### config.mk
export PLATFORM = sky130hd
export DESIGN_NAME = wt_fifo_dual_flat
export DESIGN_NICKNAME = d
export VERILOG_FILES = /design/src/rtl/wt_fifo_dual_if.sv /design/src/rtl/wt_fifo_dual.sv /design/src/flat_wrapper.sv
export SDC_FILE = /design/constraint.sdc
export NUM_CORES = 1
export LEC_CHECK = 0
export CAP_MARGIN = 20
export CORE_ASPECT_RATIO = 0.9
export CORE_MARGIN = 2
export CORE_UTILIZATION = 48
export CTS_CLUSTER_DIAMETER = 200
export DETAILED_ROUTE_END_ITERATION = 10
export PLACE_DENSITY = 0.69
export SYNTH_ARGS = -nofsm -noshare
export SYNTH_HDL_FRONTEND = slang
export SYNTH_SLANG_ARGS = --single-unit
export TNS_END_PERCENT = 1
### constraint.sdc
create_clock -name clk_i -period 4 [get_ports clk_i]
set_input_delay 0.4 -clock clk_i [delete_from_list [all_inputs] [get_ports clk_i]]
set_output_delay 0.4 -clock clk_i [all_outputs]
set_load 0.02 [all_outputs]
### src/rtl/wt_fifo_dual_if.sv
// wt_fifo_dual_if: dual-lane write/read valid-ready bus for wt_fifo_dual
interface wt_fifo_dual_if #(
  parameter int Width = 32
);
  logic [1:0]            wr_valid_i;
  logic [1:0][Width-1:0] wr_data_i;
  logic [1:0]            wr_rdy_o;
  logic [1:0]            rd_rdy_i;
  logic [1:0]            rd_valid_o;
  logic [1:0][Width-1:0] rd_data_o;
  modport master (
    output wr_valid_i, wr_data_i, rd_rdy_i,
    input  wr_rdy_o, rd_valid_o, rd_data_o
  );
  modport slave (
    input  wr_valid_i, wr_data_i, rd_rdy_i,
    output wr_rdy_o, rd_valid_o, rd_data_o
  );
endinterface

### src/rtl/wt_fifo_dual.sv
// wt_fifo_dual: dual-lane write-through FIFO with occupancy and synchronous flush
module wt_fifo_dual #(
  parameter int Depth  = 4,
  parameter int Width  = 32,
  parameter int Bypass = 1
) (
  input  logic                   clk_i,
  input  logic                   rst_ni,
  input  logic                   flush_i,
  wt_fifo_dual_if.slave          bus,
  output logic [$clog2(Depth):0] level_o
);
  localparam int PtrW = $clog2(Depth) + 1;
  localparam int IdxW = PtrW - 1;
  localparam bit BypEn = (Bypass != 0);
  logic [PtrW-1:0]       wr_ptr_q, wr_ptr_d, rd_ptr_q, rd_ptr_d, level, nw, nr;
  logic [Width-1:0]      mem_q [Depth];
  logic [IdxW-1:0]       wi0, wi1, ri0, ri1;
  logic                  stored0, stored1, wfire0, wfire1, rfire0, rfire1;
  logic [1:0]            wr_rdy, rd_valid;
  logic [1:0][Width-1:0] rd_data;
  assign level   = wr_ptr_q - rd_ptr_q;
  assign level_o = level;
  assign wi0 = wr_ptr_q[IdxW-1:0];
  assign wi1 = wi0 + 1'b1;
  assign ri0 = rd_ptr_q[IdxW-1:0];
  assign ri1 = ri0 + 1'b1;
  assign bus.wr_rdy_o   = wr_rdy;
  assign bus.rd_valid_o = rd_valid;
  assign bus.rd_data_o  = rd_data;
  // Write acceptance looks only at registered occupancy, never at same-cycle reads
  always_comb begin
    wr_rdy = {level <= PtrW'(Depth - 2), level <= PtrW'(Depth - 1)};
    wfire0 = bus.wr_valid_i[0] & wr_rdy[0];
    wfire1 = wfire0 & bus.wr_valid_i[1] & wr_rdy[1];
    nw     = PtrW'(wfire0) + PtrW'(wfire1);
  end
  // Read view: stored entries first, then the write lanes when write-through is enabled
  always_comb begin
    stored0     = level != '0;
    stored1     = level > PtrW'(1);
    rd_valid[0] = stored0 | (BypEn & bus.wr_valid_i[0]);
    rd_valid[1] = stored1 | (BypEn & (level == '0 ? bus.wr_valid_i[1] : (level == PtrW'(1)) & bus.wr_valid_i[0]));
    rd_data[0]  = !rd_valid[0] ? '0 : stored0 ? mem_q[ri0] : bus.wr_data_i[0];
    rd_data[1]  = !rd_valid[1] ? '0 : stored1 ? mem_q[ri1] : bus.wr_data_i[level == '0 ? 1 : 0];
    rfire0      = rd_valid[0] & bus.rd_rdy_i[0];
    rfire1      = rfire0 & rd_valid[1] & bus.rd_rdy_i[1];
    nr          = PtrW'(rfire0) + PtrW'(rfire1);
  end
  // Pointer advance; flush discards every handshake of its cycle
  always_comb begin
    wr_ptr_d = flush_i ? '0 : wr_ptr_q + nw;
    rd_ptr_d = flush_i ? '0 : rd_ptr_q + nr;
  end
  // Pointer registers
  always_ff @(posedge clk_i or negedge rst_ni) begin
    if (!rst_ni) begin
      wr_ptr_q <= '0;
      rd_ptr_q <= '0;
    end else begin
      wr_ptr_q <= wr_ptr_d;
      rd_ptr_q <= rd_ptr_d;
    end
  end
  // Storage; bypassed entries are written too and retired by the read pointer
  always_ff @(posedge clk_i or negedge rst_ni) begin
    if (!rst_ni) mem_q <= '{default: '0};
    else if (!flush_i) begin
      if (wfire0) mem_q[wi0] <= bus.wr_data_i[0];
      if (wfire1) mem_q[wi1] <= bus.wr_data_i[1];
    end
  end
  a_no_lane1_alone: assert property (@(posedge clk_i) disable iff (!rst_ni)
    bus.wr_valid_i != 2'b10);
  a_hold_lane0: assert property (@(posedge clk_i) disable iff (!rst_ni)
    bus.wr_valid_i[0] && !wr_rdy[0] |=> !bus.wr_valid_i[0] || $stable(bus.wr_data_i[0]));
  a_hold_lane1: assert property (@(posedge clk_i) disable iff (!rst_ni)
    bus.wr_valid_i[1] && !wr_rdy[1] |=> !bus.wr_valid_i[1] || $stable(bus.wr_data_i[1]));
  a_level_range: assert property (@(posedge clk_i) disable iff (!rst_ni)
    level <= PtrW'(Depth));
endmodule

### src/flat_wrapper.sv
// flat-port wrapper written by rule: the top's interface ports become plain ports
module wt_fifo_dual_flat 
#(
  parameter int Depth  = 4,
  parameter int Width  = 32,
  parameter int Bypass = 1
)
  (clk_i, rst_ni, flush_i, level_o, bus_wr_valid_i, bus_wr_data_i, bus_rd_rdy_i, bus_wr_rdy_o, bus_rd_valid_o, bus_rd_data_o);
  wt_fifo_dual_if #(.Width(Width)) bus_i ();
  input  logic clk_i;
  input  logic rst_ni;
  input  logic flush_i;
  output logic [$clog2(Depth):0] level_o;
  input wire logic [$bits(bus_i.wr_valid_i)-1:0] bus_wr_valid_i;
  input wire logic [$bits(bus_i.wr_data_i)-1:0] bus_wr_data_i;
  input wire logic [$bits(bus_i.rd_rdy_i)-1:0] bus_rd_rdy_i;
  output wire logic [$bits(bus_i.wr_rdy_o)-1:0] bus_wr_rdy_o;
  output wire logic [$bits(bus_i.rd_valid_o)-1:0] bus_rd_valid_o;
  output wire logic [$bits(bus_i.rd_data_o)-1:0] bus_rd_data_o;
  assign bus_i.wr_valid_i = bus_wr_valid_i;
  assign bus_i.wr_data_i = bus_wr_data_i;
  assign bus_i.rd_rdy_i = bus_rd_rdy_i;
  assign bus_wr_rdy_o = bus_i.wr_rdy_o;
  assign bus_rd_valid_o = bus_i.rd_valid_o;
  assign bus_rd_data_o = bus_i.rd_data_o;
  wt_fifo_dual #(.Depth(Depth), .Width(Width), .Bypass(Bypass)) u_core (.clk_i(clk_i), .rst_ni(rst_ni), .flush_i(flush_i), .bus(bus_i), .level_o(level_o));
endmodule
==> summary.md <==
| Metric | Value |
|---|---|
| Reg power frac | between 10% and 20% |
| GRT Overall Usage | 28.9% |
| Synthesized cell area | approximately 9300 sq um |
| Setup_tns | 0 ns |
| Ys flop type | dfrtp_1 |
| Average size of a mapped cell | ~12 sq um |
| Vias per cell | about 7 |
| Period utilization | between 90 and 100% |
| Register area share after synthesis | a little over a third |
| Crit path required time | 3.60 ns |
| Critical path's largest stage delay | around 0.62 ns |
| NetSw | around 5.7 mW |
| Diode count | 0 |
| Placed standard-cell area | between 10000 and 15000 sq um |
| Routed WL | slightly below 30 mm |
| Area Growth Syn to Fin | 19.5% |
| Post-synthesis instance total | ~770 |
| FILL cells | approximately 1600 |
| Final Cell Area | 11100 sq um |
| Switching Share | between 40% and 50% |
| Count of unique library cells instantiated by Yosys | 36 |
| Critical Path Source | u_core.wr_ptr_q[0]$_DFF_PN0_ |
| Slew headroom | 28.7% |
| Critical path arrival | between 3 and 4 ns |
| Port Buffer Count | 141 |
| Initial antenna violation count | 0 |
| Multi-input logic area | 5270 sq um |
| CTS tree | built |
| Worst r2r src | u_core.rd_ptr_q[0]$_DFF_PN0_ |
| CP Launch Type | flop |
| Core Area | roughly 19000 sq um |
| Tightest Pin Transition | between 1 and 1.5 ns |
| I/O pin count | approximately 140 |
| First-pass GRT wire length | between 40 and 50 mm |
| Pins Over Slew Limit | 0 |
| Crit path to | bus_rd_data_o[44] |
| Die footprint | just over 20000 sq um |
| R2r setup slk | ~0.61 ns |
| Core Rows | 48 |
| Count of final setup violators | 0 |
| Fin. Hold Viols | 0 |
| Wire per inst | 25.9 um |
| Share of synthesized registers carrying an async set or reset | 100% |
| VDD IR max | around 0.72 mV |
| Initial Util | approximately half |
| Critical-path cell list | inv_1, ha_1, inv_1, fa_1, xor3_2, inv_2, nor2_4, buf_4, nor2_1, a21oi_1, clkdlybuf4s50_1 |
| DRT Pass-1 Iters | 5 |
| Clock latency on the worst-skew pair | roughly 0.42 ns |
| Fin nets | 935 |
| Reg-to-reg endpoint | u_core.mem_q[39]$_DFFE_PN0N_ |
| Share of post-route cells with drive strength above 1 | between 15 and 20% |
| Setup bufs post-CTS | 0 |
| Die Wd | around 150 um |
| HPWL after DPL | approximately 17 mm |
| Top cells by area, synth | dfrtp_1, o22a_1, mux4_2 |
| Initial DRC Count | 692 |
| Maximum number of pins on one net before global-route repair | 111 |
| Comb pwr share | between 60% and 70% |
| Worst Skew | a little over 0.007 ns |
| Final hold slack | between 0.3 and 0.4 ns |
| Vias in the first global route | a little over 8000 |
| Crit path max-delay cell type | clkdlybuf4s50_1 |
| ANT nets after route | 0 |
| Die Span Y | 136 um |
| Longest Clk Path Bufs | 2 |
| Worst setup EP type | output port |
| P_int | 7.42 mW |
| Most used cell, CP | inv_1 |
| Worst-path clk slew | about 0.060 ns |
| Via count | 7835 |
| Min Tclk post-route | approximately 3.7 ns |
| Syn nets | between 800 and 900 |
| RSZ-0062 raised after global routing | false |
| # DRC | 0 |
| Num CTS Buffers | 17 |
| Commonest cells post-synth | o22a_1, dfrtp_1, mux4_2 |
| CTS H-tree depth | 4 |
| F_max | 271 MHz |
| Top-area cell type share of the netlist area | 36.0% |
| Grt ovf | 0 |
| Max FO, Critical Path | 35 |
| Yosys warning count | 0 |
| Post-synth EDFFs | 0 |
| GPL Wtd Cong | roughly 0.84 |
| Max cap viols | 0 |
| Clock root buffer | clkbuf_16 |
| Pleak | approximately 3.8 nW |
| Flops & latches, synth | ~130 |
| Clock Power Share | 11.0% |
| Type of the worst setup path | flop to output port |
| PwrDens | ~1200 nW/um^2 |
| FF/Latch Area | between 3000 and 4000 sq um |
| Hold Crit Class | input pin to asynchronous set/reset pin |
| Outcome | completed |
| Top-count cell post-synth | o22a_1 |
| Cell taking the most area after synthesis | dfrtp_1 |
| Worst R2R Path Depth | 8 |
| Sink Count | ~130 |
## area by class of cell
cell class	instances	area share (%)
tap	250	2.81
clock inverter	5	0.450
sequential	134	30.2
timing repair buffer	162	14.5
inverter	11	0.371
clock buffer	24	4.33
multi-input combinational	530	47.3
## state kept, by name, summed over array words and instances (netlist names)
name             cells
u_core.rd_ptr_q      3
u_core.mem_q       128
u_core.wr_ptr_q      3
## worst min-delay path by stage
stage / startpoint / endpoint / slack [ns] / depth (start not counted)
after floorplan: rst_ni / u_core.mem_q[0]$_DFFE_PN0N_ / 0.10 / 0
after CTS: rst_ni / u_core.mem_q[7]$_DFFE_PN0N_ / 0.18 / 1
after global routing: rst_ni / u_core.mem_q[7]$_DFFE_PN0N_ / 0.38 / 2
after global placement: u_core.mem_q[94]$_DFFE_PN0N_ / u_core.mem_q[94]$_DFFE_PN0N_ / 0.48 / 1
after detailed placement: u_core.mem_q[94]$_DFFE_PN0N_ / u_core.mem_q[94]$_DFFE_PN0N_ / 0.50 / 1
final: rst_ni / u_core.mem_q[7]$_DFFE_PN0N_ / 0.36 / 2
## critical path: cells and delay by family, from the launching register on
kind | cells | cell delay [ns]
xor+xnor | 1 | 0.26
simple gates | 2 | 0.28
fa+ha+maj | 2 | 0.51
flops | 1 | 0.43
compound gates | 1 | 0.16
buf+inv | 5 | 1.22
## metrics by stage
stage / util, % / cells / total power, mW / worst slack, ns
floorplan: - / 768 / 8.44 / 0.208
detailed placement: 55.2 / 1084 / 11.6 / 0.715
finish: 58.3 / 1116 / 13.1 / 0.311
global placement: 55.2 / 1084 / 11.4 / 0.766
CTS: 57.9 / 1113 / 13.1 / 0.272
global route: 58.3 / 1116 / 13.8 / 0.132
## power by group through the flow
stage	Sequential, mW	Clock [mW]	Combinational [mW]
after floorplan	2.37	0	6.07
after global placement	2.49	0	8.93
after detailed placement	2.57	0	9.03
after CTS	2.55	1.47	9.11
after global routing	2.65	1.53	9.66
final	2.58	1.44	9.10
## layout by cell type, fill, tap and decap left out, drive strengths merged, types with 5 or more instances in the layout
cell type	synthesis	final
o22a	256	256
clkbuf	34	24
clkdlybuf4s50	0	138
a22oi	32	32
buf	59	23
nor2	39	39
ha	5	5
dfrtp	134	134
inv	11	11
a21oi	34	34
a31o	32	32
nor2b	35	35
mux4	64	64
## timing repair
action,CTS,global route
gates resized for setup,0,0
endpoints found under the setup margin,0,0
endpoints found under the hold margin,0,13
hold buffers,0,1
## metal layers
metal  track usage [%]  wire length [um]  share of wire (%)
met5                 0                 0                  0
met1              39.2             11700                 40
met4              9.92               337                1.2
met3              5.37              2500                8.7
met2              47.0             14300                 50
## cells by family (layout without fill, tap and decap cells)
kind of cell	count (synthesis)	in the layout	synth area share (%)
buffers and inverters	104	202	7.86
flip-flops	134	134	36.0
AO/OA/AOI/OAI	356	356	31.6
XOR/XNOR	3	3	0.457
AND/OR/NAND/NOR	99	99	7.30
multiplexers	64	64	15.5
adder cells (fa/ha/maj)	8	8	1.32
Power figures use the tool's default switching activity.
